===== src/rtl/gate_unit_arbiter.sv =====
// Shares one registered (A|B)&C gate unit among NREQ requesters: grants one per cycle and returns its result one cycle later.
// Optional macro GATE_ARB_FIXED_PRIO_EN selects lowest-index-wins arbitration; the default build is round-robin.
module gate_unit_arbiter #(
    parameter int NREQ = 4
) (
    input  logic            i_clk,
    input  logic            i_reset,
    input  logic            i_en,
    input  logic [NREQ-1:0] i_req,
    input  logic [NREQ-1:0] i_req_a,
    input  logic [NREQ-1:0] i_req_b,
    input  logic [NREQ-1:0] i_req_c,
    output logic [NREQ-1:0] o_gnt,
    output logic            o_unit_a,
    output logic            o_unit_b,
    output logic            o_unit_c,
    input  logic            i_unit_o,
    output logic [NREQ-1:0] o_rsp_valid,
    output logic            o_rsp_o,
    output logic            o_busy,
    output logic [15:0]     o_gnt_count
);

    localparam int PW = (NREQ <= 2) ? 1 : ((NREQ <= 4) ? 2 : 3);

    logic            w_grant;
    logic [PW-1:0]   w_winner;
    logic [NREQ-1:0] w_a_terms;
    logic [NREQ-1:0] w_b_terms;
    logic [NREQ-1:0] w_c_terms;

    logic [NREQ-1:0] r_rsp_valid;
    logic            r_busy;
    logic [15:0]     r_gnt_count;

    assign w_grant = i_en && !i_reset && (|i_req);

`ifdef GATE_ARB_FIXED_PRIO_EN
    always_comb begin
        w_winner = '0;
        for (int k = NREQ - 1; k >= 0; k--) begin
            if (i_req[k]) begin
                w_winner = PW'(k);
            end
        end
    end
`else
    logic [PW-1:0]     r_ptr;
    logic [2*NREQ-2:0] w_req_ext;
    logic [NREQ-1:0]   w_rot;
    logic [PW-1:0]     w_off;
    logic [PW:0]       w_sum;

    // w_req_ext[j] is requester (j+1) mod NREQ, so w_rot lists requests in search order after the pointer.
    for (genvar gi = 0; gi < 2 * NREQ - 1; gi++) begin : g_ext
        assign w_req_ext[gi] = i_req[(gi + 1) % NREQ];
    end

    for (genvar gi = 0; gi < NREQ; gi++) begin : g_rot
        assign w_rot[gi] = w_req_ext[(PW+1)'(r_ptr) + (PW+1)'(gi)];
    end

    always_comb begin
        w_off = '0;
        for (int k = NREQ - 1; k >= 0; k--) begin
            if (w_rot[k]) begin
                w_off = PW'(k);
            end
        end
        w_sum    = (PW+1)'(r_ptr) + (PW+1)'(w_off) + (PW+1)'(1);
        w_winner = (w_sum >= (PW+1)'(NREQ)) ? PW'(w_sum - (PW+1)'(NREQ)) : PW'(w_sum);
    end

    always_ff @(posedge i_clk) begin
        if (i_reset) begin
            r_ptr <= PW'(NREQ - 1);
        end else if (w_grant) begin
            r_ptr <= w_winner;
        end
    end
`endif

    // Operand steering is an AND-OR mux keyed by the one-hot grant, so no grant drives zeros.
    for (genvar gi = 0; gi < NREQ; gi++) begin : g_steer
        assign o_gnt[gi]     = w_grant && (w_winner == PW'(gi));
        assign w_a_terms[gi] = o_gnt[gi] & i_req_a[gi];
        assign w_b_terms[gi] = o_gnt[gi] & i_req_b[gi];
        assign w_c_terms[gi] = o_gnt[gi] & i_req_c[gi];
    end

    assign o_unit_a = |w_a_terms;
    assign o_unit_b = |w_b_terms;
    assign o_unit_c = |w_c_terms;

    always_ff @(posedge i_clk) begin
        if (i_reset) begin
            r_rsp_valid <= '0;
            r_busy      <= 1'b0;
            r_gnt_count <= '0;
        end else begin
            r_rsp_valid <= o_gnt;
            r_busy      <= w_grant;
            if (w_grant && (r_gnt_count != 16'hFFFF)) begin
                r_gnt_count <= r_gnt_count + 16'd1;
            end
        end
    end

    assign o_rsp_valid = r_rsp_valid;
    assign o_busy      = r_busy;
    assign o_gnt_count = r_gnt_count;
    assign o_rsp_o     = (|r_rsp_valid) & i_unit_o;

endmodule


===== config.mk =====
export PLATFORM = sky130hd
export DESIGN_NAME = gate_unit_arbiter
export DESIGN_NICKNAME = d
export VERILOG_FILES = /design/src/rtl/gate_unit_arbiter.sv
export SDC_FILE = /design/constraint.sdc
export NUM_CORES = 1
export LEC_CHECK = 0
export CAP_MARGIN = 15
export CORE_ASPECT_RATIO = 1.4
export CORE_UTILIZATION = 42
export DETAILED_ROUTE_END_ITERATION = 8
export HOLD_SLACK_MARGIN = 0.02
export PLACE_DENSITY = 0.86
export SLEW_MARGIN = 20
export SYNTH_ARGS = -nofsm -noshare
export SYNTH_HDL_FRONTEND = slang
export SYNTH_SLANG_ARGS = --single-unit

===== constraint.sdc =====
create_clock -name i_clk -period 4.35 [get_ports i_clk]
set_clock_uncertainty 0.15 [all_clocks]
set_input_delay 0.87 -clock i_clk [delete_from_list [all_inputs] [get_ports i_clk]]
set_output_delay 0.87 -clock i_clk [all_outputs]
set_load 0.05 [all_outputs]

## Word level (Yosys, flattened, before mapping)

Cells that the tools add are included.

- Bits in registers: 23
- Input port bits: 20

- Add/sub/neg operators: 7
- $lt $le $gt $ge: 5
- Eq/ne operators: 4
- Multiplexer cells: 13
- Bitwise operators: 13
- Reduce and logical (&&, ||, !) cells: 14

Operators with widths:

| kind | count |
|---|---|
| 4-bit OR reduction | 5 |
| 16-bit by 1-bit adder with 16-bit output (second input constant) | 1 |
| 16-bit inequality test (second input constant) | 1 |
| 1-bit AND | 13 |
| 3-bit by 4-bit less-than comparator with 1-bit output (second input constant) | 3 |
| 2-bit two-way mux | 5 |
| 1-bit binary-select mux with 3-bit select | 3 |
| 1-bit logical AND | 7 |
| 2-bit by 2-bit adder with 3-bit output (second input constant) | 2 |
| 2-bit == test (second input constant) | 2 |
| 2-bit by 4-bit less-than comparator with 1-bit output (second input constant) | 1 |
| 1-bit two-way mux | 4 |
| 2-bit by 1-bit adder with 3-bit output (second input constant) | 1 |
| 2-bit by 2-bit adder with 3-bit output | 1 |
| 3-bit by 1-bit adder with 3-bit output (second input constant) | 1 |
| 3-bit greater-or-equal comparator (second input constant) | 1 |
| 1-bit binary-select mux with 2-bit select | 1 |
| 2-bit by 1-bit == test with 1-bit output (second input constant) | 1 |
| 2-bit logical NOT | 1 |
| 2-bit by 1-bit subtractor with 2-bit output (second input constant) | 1 |
| 1-bit logical NOT | 1 |

## Longest topological paths before layout

- Depth in word-level cells: 15
- Gate-level depth with buffers: 15

## Worst setup path after synthesis

Ideal clock, no wire load.

- Path kind: reg2out
- Start point: register r_ptr[0]
- End point: output port o_gnt[1]
- Arrival: 4.341 ns
- Required time: 3.330 ns
- Slack: -1.011 ns
- Cell stages (with the launch flop): 16
- Path buffers: 3
- Cell sequence: dfxtp_1 -> buf_6 -> buf_6 -> inv_1 -> ha_1 -> a21bo_2 -> o22a_4 -> a22o_2 -> a32oi_1 -> ha_1 -> nor2b_1 -> a22oi_1 -> o22ai_1 -> and4b_4 -> buf_6 -> nor4_1

- Cells in the longest elaborated chain, start to end: 13
- Elaborated cells on any way between the ends: 22
- Those cells by class: 6 x add/sub; 1 x order compare; 1 x eq/ne; 13 x mux; 1 x reduce/logical

RTL lines:

| what | line | source |
|---|---|---|
| from (decl) | 48 | `logic [PW-1:0] r_ptr;` |
| from (signal assigned) | 76 | `r_ptr <= PW'(NREQ - 1);` |
| from (signal assigned) | 78 | `r_ptr <= w_winner;` |
| 2-bit by 2-bit adder with 3-bit output | 60 | `assign w_rot[gi] = w_req_ext[(PW+1)'(r_ptr) + (PW+1)'(gi)];` |
| 1-bit binary-select mux with 3-bit select | 60 |  |
| 1-bit two-way mux (implied by the code) | 60 |  |
| 2-bit two-way mux (4 in series) | 66 | `if (w_rot[k]) begin` |
| 2-bit by 2-bit adder with 3-bit output (*) | 70 | `w_sum = (PW+1)'(r_ptr) + (PW+1)'(w_off) + (PW+1)'(1);` |
| 3-bit by 1-bit adder with 3-bit output (*) | 70 |  |
| 3-bit greater-or-equal comparator / 2-bit by 1-bit subtractor with 2-bit output (equally long branches) | 71 | `w_winner = (w_sum >= (PW+1)'(NREQ)) ? PW'(w_sum - (PW+1)'(NREQ)) : PW'(w_sum);` |
| 2-bit two-way mux (*) | 71 |  |
| 2-bit by 1-bit == test with 1-bit output (*) | 85 | `assign o_gnt[gi] = w_grant && (w_winner == PW'(gi));` |
| 1-bit logical AND (*) | 85 |  |
| to (decl) | 13 | `output logic [NREQ-1:0] o_gnt,` |

Mark *: on every way between the ends. The rest lies on a longest branch, timed or not. The select of a mux whose other input is x is not followed.

## Final worst setup path

- Start point: input port i_req[2]
- End point: output port o_gnt[1]

- Cells in the longest elaborated chain, start to end: 12
- Elaborated cells on any way between the ends: 21
- Those cells by class: 3 x add/sub; 1 x order compare; 1 x eq/ne; 13 x mux; 3 x reduce/logical

RTL lines:

| what | line | source |
|---|---|---|
| from (decl) | 9 | `input logic [NREQ-1:0] i_req,` |
| 1-bit binary-select mux with 3-bit select | 60 |  |
| 1-bit two-way mux (implied by the code) | 60 |  |
| 2-bit two-way mux (4 in series) | 66 |  |
| 2-bit by 2-bit adder with 3-bit output | 70 |  |
| 3-bit by 1-bit adder with 3-bit output | 70 |  |
| 3-bit greater-or-equal comparator / 2-bit by 1-bit subtractor with 2-bit output (equally long branches) | 71 |  |
| 2-bit two-way mux | 71 |  |
| 2-bit by 1-bit == test with 1-bit output | 85 |  |
| 1-bit logical AND (*) | 85 |  |

Marked as above.

==> flow_metrics.env <==
export IMPL_numCtsBuffers=3
export IMPL_setup_viol=7
export IMPL_drv_cap=0
export IMPL_rsz0062_at_grt="yes"
export IMPL_fin_crit_sh=1.03
export IMPL_die_h_um=73.7
export IMPL_path_max_fanout=5
export IMPL_final_max_slew_viol_count=0
export IMPL_synth_distinct_cells=54
export IMPL_slew_headroom=0.595
export IMPL_area_growth_pct=55.4
export IMPL_grt_max_degree=18
export IMPL_yosys_warnings=0
export IMPL_synthCells=173
export IMPL_hold_buffers=0
export IMPL_numPortBuffers=48
export IMPL_gp_congestion=0.961
export IMPL_hold_path_startpoint="o_gnt_count[1]"
export IMPL_cts_tree="built"
export IMPL_post_route_cell_area_um2=2400
export IMPL_synthArstFlopShare=0
export IMPL_grt_pass1_wl_mm=6.62
export IMPL_dpl_instance_area_um2=2220
export IMPL_fin_nets=265
export IMPL_syn_nets=198
export IMPL_antenna_cells=0
export IMPL_min_period_ns=4.48
export IMPL_antenna_left=0
export IMPL_post_synth_top_area_cell="dfxtp_1"
export IMPL_finalCoreUtilization=0.697
export IMPL_insertion_delay_ns=0.27
export IMPL_synthesis_area_um2=1540
export IMPL_hpwl_mm=3.16
export IMPL_antenna_found_initial=0
export IMPL_initial_core_util=0.448
export IMPL_max_vdd_ir_drop_mv=0.320
export IMPL_yosysMostFrequentCell="dfxtp_1"
export IMPL_wire_per_inst_um=15.9
export IMPL_synthSimpleGateAreaFrac=0.277
export IMPL_synth_fa_ha_area_frac=0.0406
export IMPL_placeableCoreArea_um2=3440
export IMPL_die_area_um2=3920
export IMPL_synth_area_top_cells="dfxtp_1, xor2_1, ha_1"
export IMPL_power_density_nw_per_um2=352
export IMPL_std_cell_rows=25
export IMPL_cts_htree_levels=1
export IMPL_synth_xor_area_frac=0.0624
export IMPL_drive_gt1_frac=0.289
export IMPL_use_met2=0.436
export IMPL_cts_root_buf="clkbuf_8"
export IMPL_timing_rr_start="r_ptr[0]"
export IMPL_dr_pass1_iters=4
export IMPL_status="finished with violations"
export IMPL_drt_iter0_markers=23
export IMPL_synth_seq_cells=23
export IMPL_clk_path_buf_depth=2
export IMPL_synth_ff_type="dfxtp_1"
export IMPL_violations="negative setup slack"
export IMPL_grt_most_used_layer="met2"
export IMPL_power_uw=843
export IMPL_grt_overflow=0
export IMPL_synth_compound_area_frac=0.202
export IMPL_track_usage=0.225
export IMPL_yosys_top_cells_count="dfxtp_1, nor2_1, nor3_1"
export IMPL_path_class="input pin to primary output"
export IMPL_hold_class="register to register"
export IMPL_hold_viol=0
export IMPL_cp_end_kind="primary output"
export IMPL_tightest_slew_ns=0.606
export IMPL_synth_edf_count=0
export IMPL_drt_total_wl_mm=4.43
export IMPL_dieWidth_um=53.2
export IMPL_crit_required_ns=3.33
export IMPL_cp_startpoint="i_req[2]"
export IMPL_fin_ws_ns=-0.126
export IMPL_synth_mux_area_frac=0.0673
export IMPL_arrival_ns=3.46
export IMPL_via_per_inst=5.84
export IMPL_cts_sinks=23
export IMPL_path_clk_slew_ns=0.08
export IMPL_grt_use_met3=0.0373
export IMPL_drcViolationCount=0
export IMPL_via_count=1630
export IMPL_grt_pass1_vias=1519
export IMPL_ys_seq_area_frac=0.298
export IMPL_leakagePower_nw=0.942
export IMPL_synth_top_family_by_area="simple AND/OR/NAND/NOR gates"
export IMPL_ioPinCount=49
export IMPL_syn_area_per_cell_um2=8.92
export IMPL_fmax_mhz=223
export IMPL_synth_top_area_frac=0.298
export IMPL_start_kind="input pin"
export IMPL_grt_util_met1=0.218
-- critical path, stage by stage --
cell and delay [ns]:
buf_6 0.09, mux2_4 0.27, o22a_4 0.25, a22o_4 0.22
a32oi_2 0.18, ha_2 0.25, buf_6 0.12, nor2b_4 0.14
a22oi_2 0.08, o22ai_1 0.16, and4b_4 0.26, buf_6 0.12
nor4_4 0.26, buf_12 0.18
-- state kept, by name, indices dropped and copies added, names as in the netlist --
signal       count
o_gnt_count     16
r_ptr            2
o_busy           1
o_rsp_valid      4
-- layout by cell type (no fill, tap or decap), drive strengths merged, types with 4 or more instances in the layout --
master and instances:
mux2i 4, mux2 5, nand3 4, nand2 8, nor3 12, a22oi 8, xor2 8, ha 5
clkdlybuf4s50 37, inv 6, and3 9, buf 34, a21oi 4, nor2 16, dfxtp 23, o21ai 5
-- through the flow --
stage	setup TNS, ns	setup slack, ns	cells	hold slack, ns
finish	-0.591	-0.126	279	0.366
global route	-1.27	-0.220	279	0.409
CTS	-0.965	-0.179	277	0.365
detailed placement	-3.90	-0.588	272	0.355
global placement	-3.36	-0.503	272	0.338
floorplan	-0.0432	-0.0432	173	0.518
-- path summary, 6_finish.rpt --
kind                                       end  slack (ns)  depth (start not counted)
worst max-delay path                  o_gnt[1]       -0.13                         14
worst min-delay path            o_gnt_count[1]        0.37                          2
worst max register to register  o_rsp_valid[2]        0.92                         16
worst min register to register  o_gnt_count[1]        0.37                          2
-- cell type report --
cell class,count,area (µm²)
fillers,276,1040
clock buffers,3,41.3
clock inverters,1,5.00
flip-flops and latches,23,460
multi-input cells,135,1110
well taps,40,50.0
inverters,6,22.5
repair buffers,71,709
-- logic make-up after synthesis --
family	after synthesis
compound gates	37
fa+ha+maj	5
xor+xnor	11
buf+inv	15
simple gates	73
mux	9
flops	23
-- per-layer routing --
layer	part of all wire	routed length (µm)	up-vias
met1	0.38	1680	785
li1	-	-	776
met3	0.036	158	15
met4	0.027	118	0
met2	0.56	2480	54
met5	0	0	-
-- repair_timing --
item,CTS,global route
resized for setup,34,13
gates cloned,0,0
pin swaps,9,9
setup endpoints to repair,7,7
setup buffers,1,2
-- where the power goes --
| group | total, mW | switching, mW | internal [mW] |
|---|---|---|---|
| logic | 0.480 | 0.244 | 0.236 |
| registers | 0.227 | 0.00614 | 0.220 |
| clock network | 0.137 | 0.0728 | 0.0642 |
(Power assumes the default switching activity.)
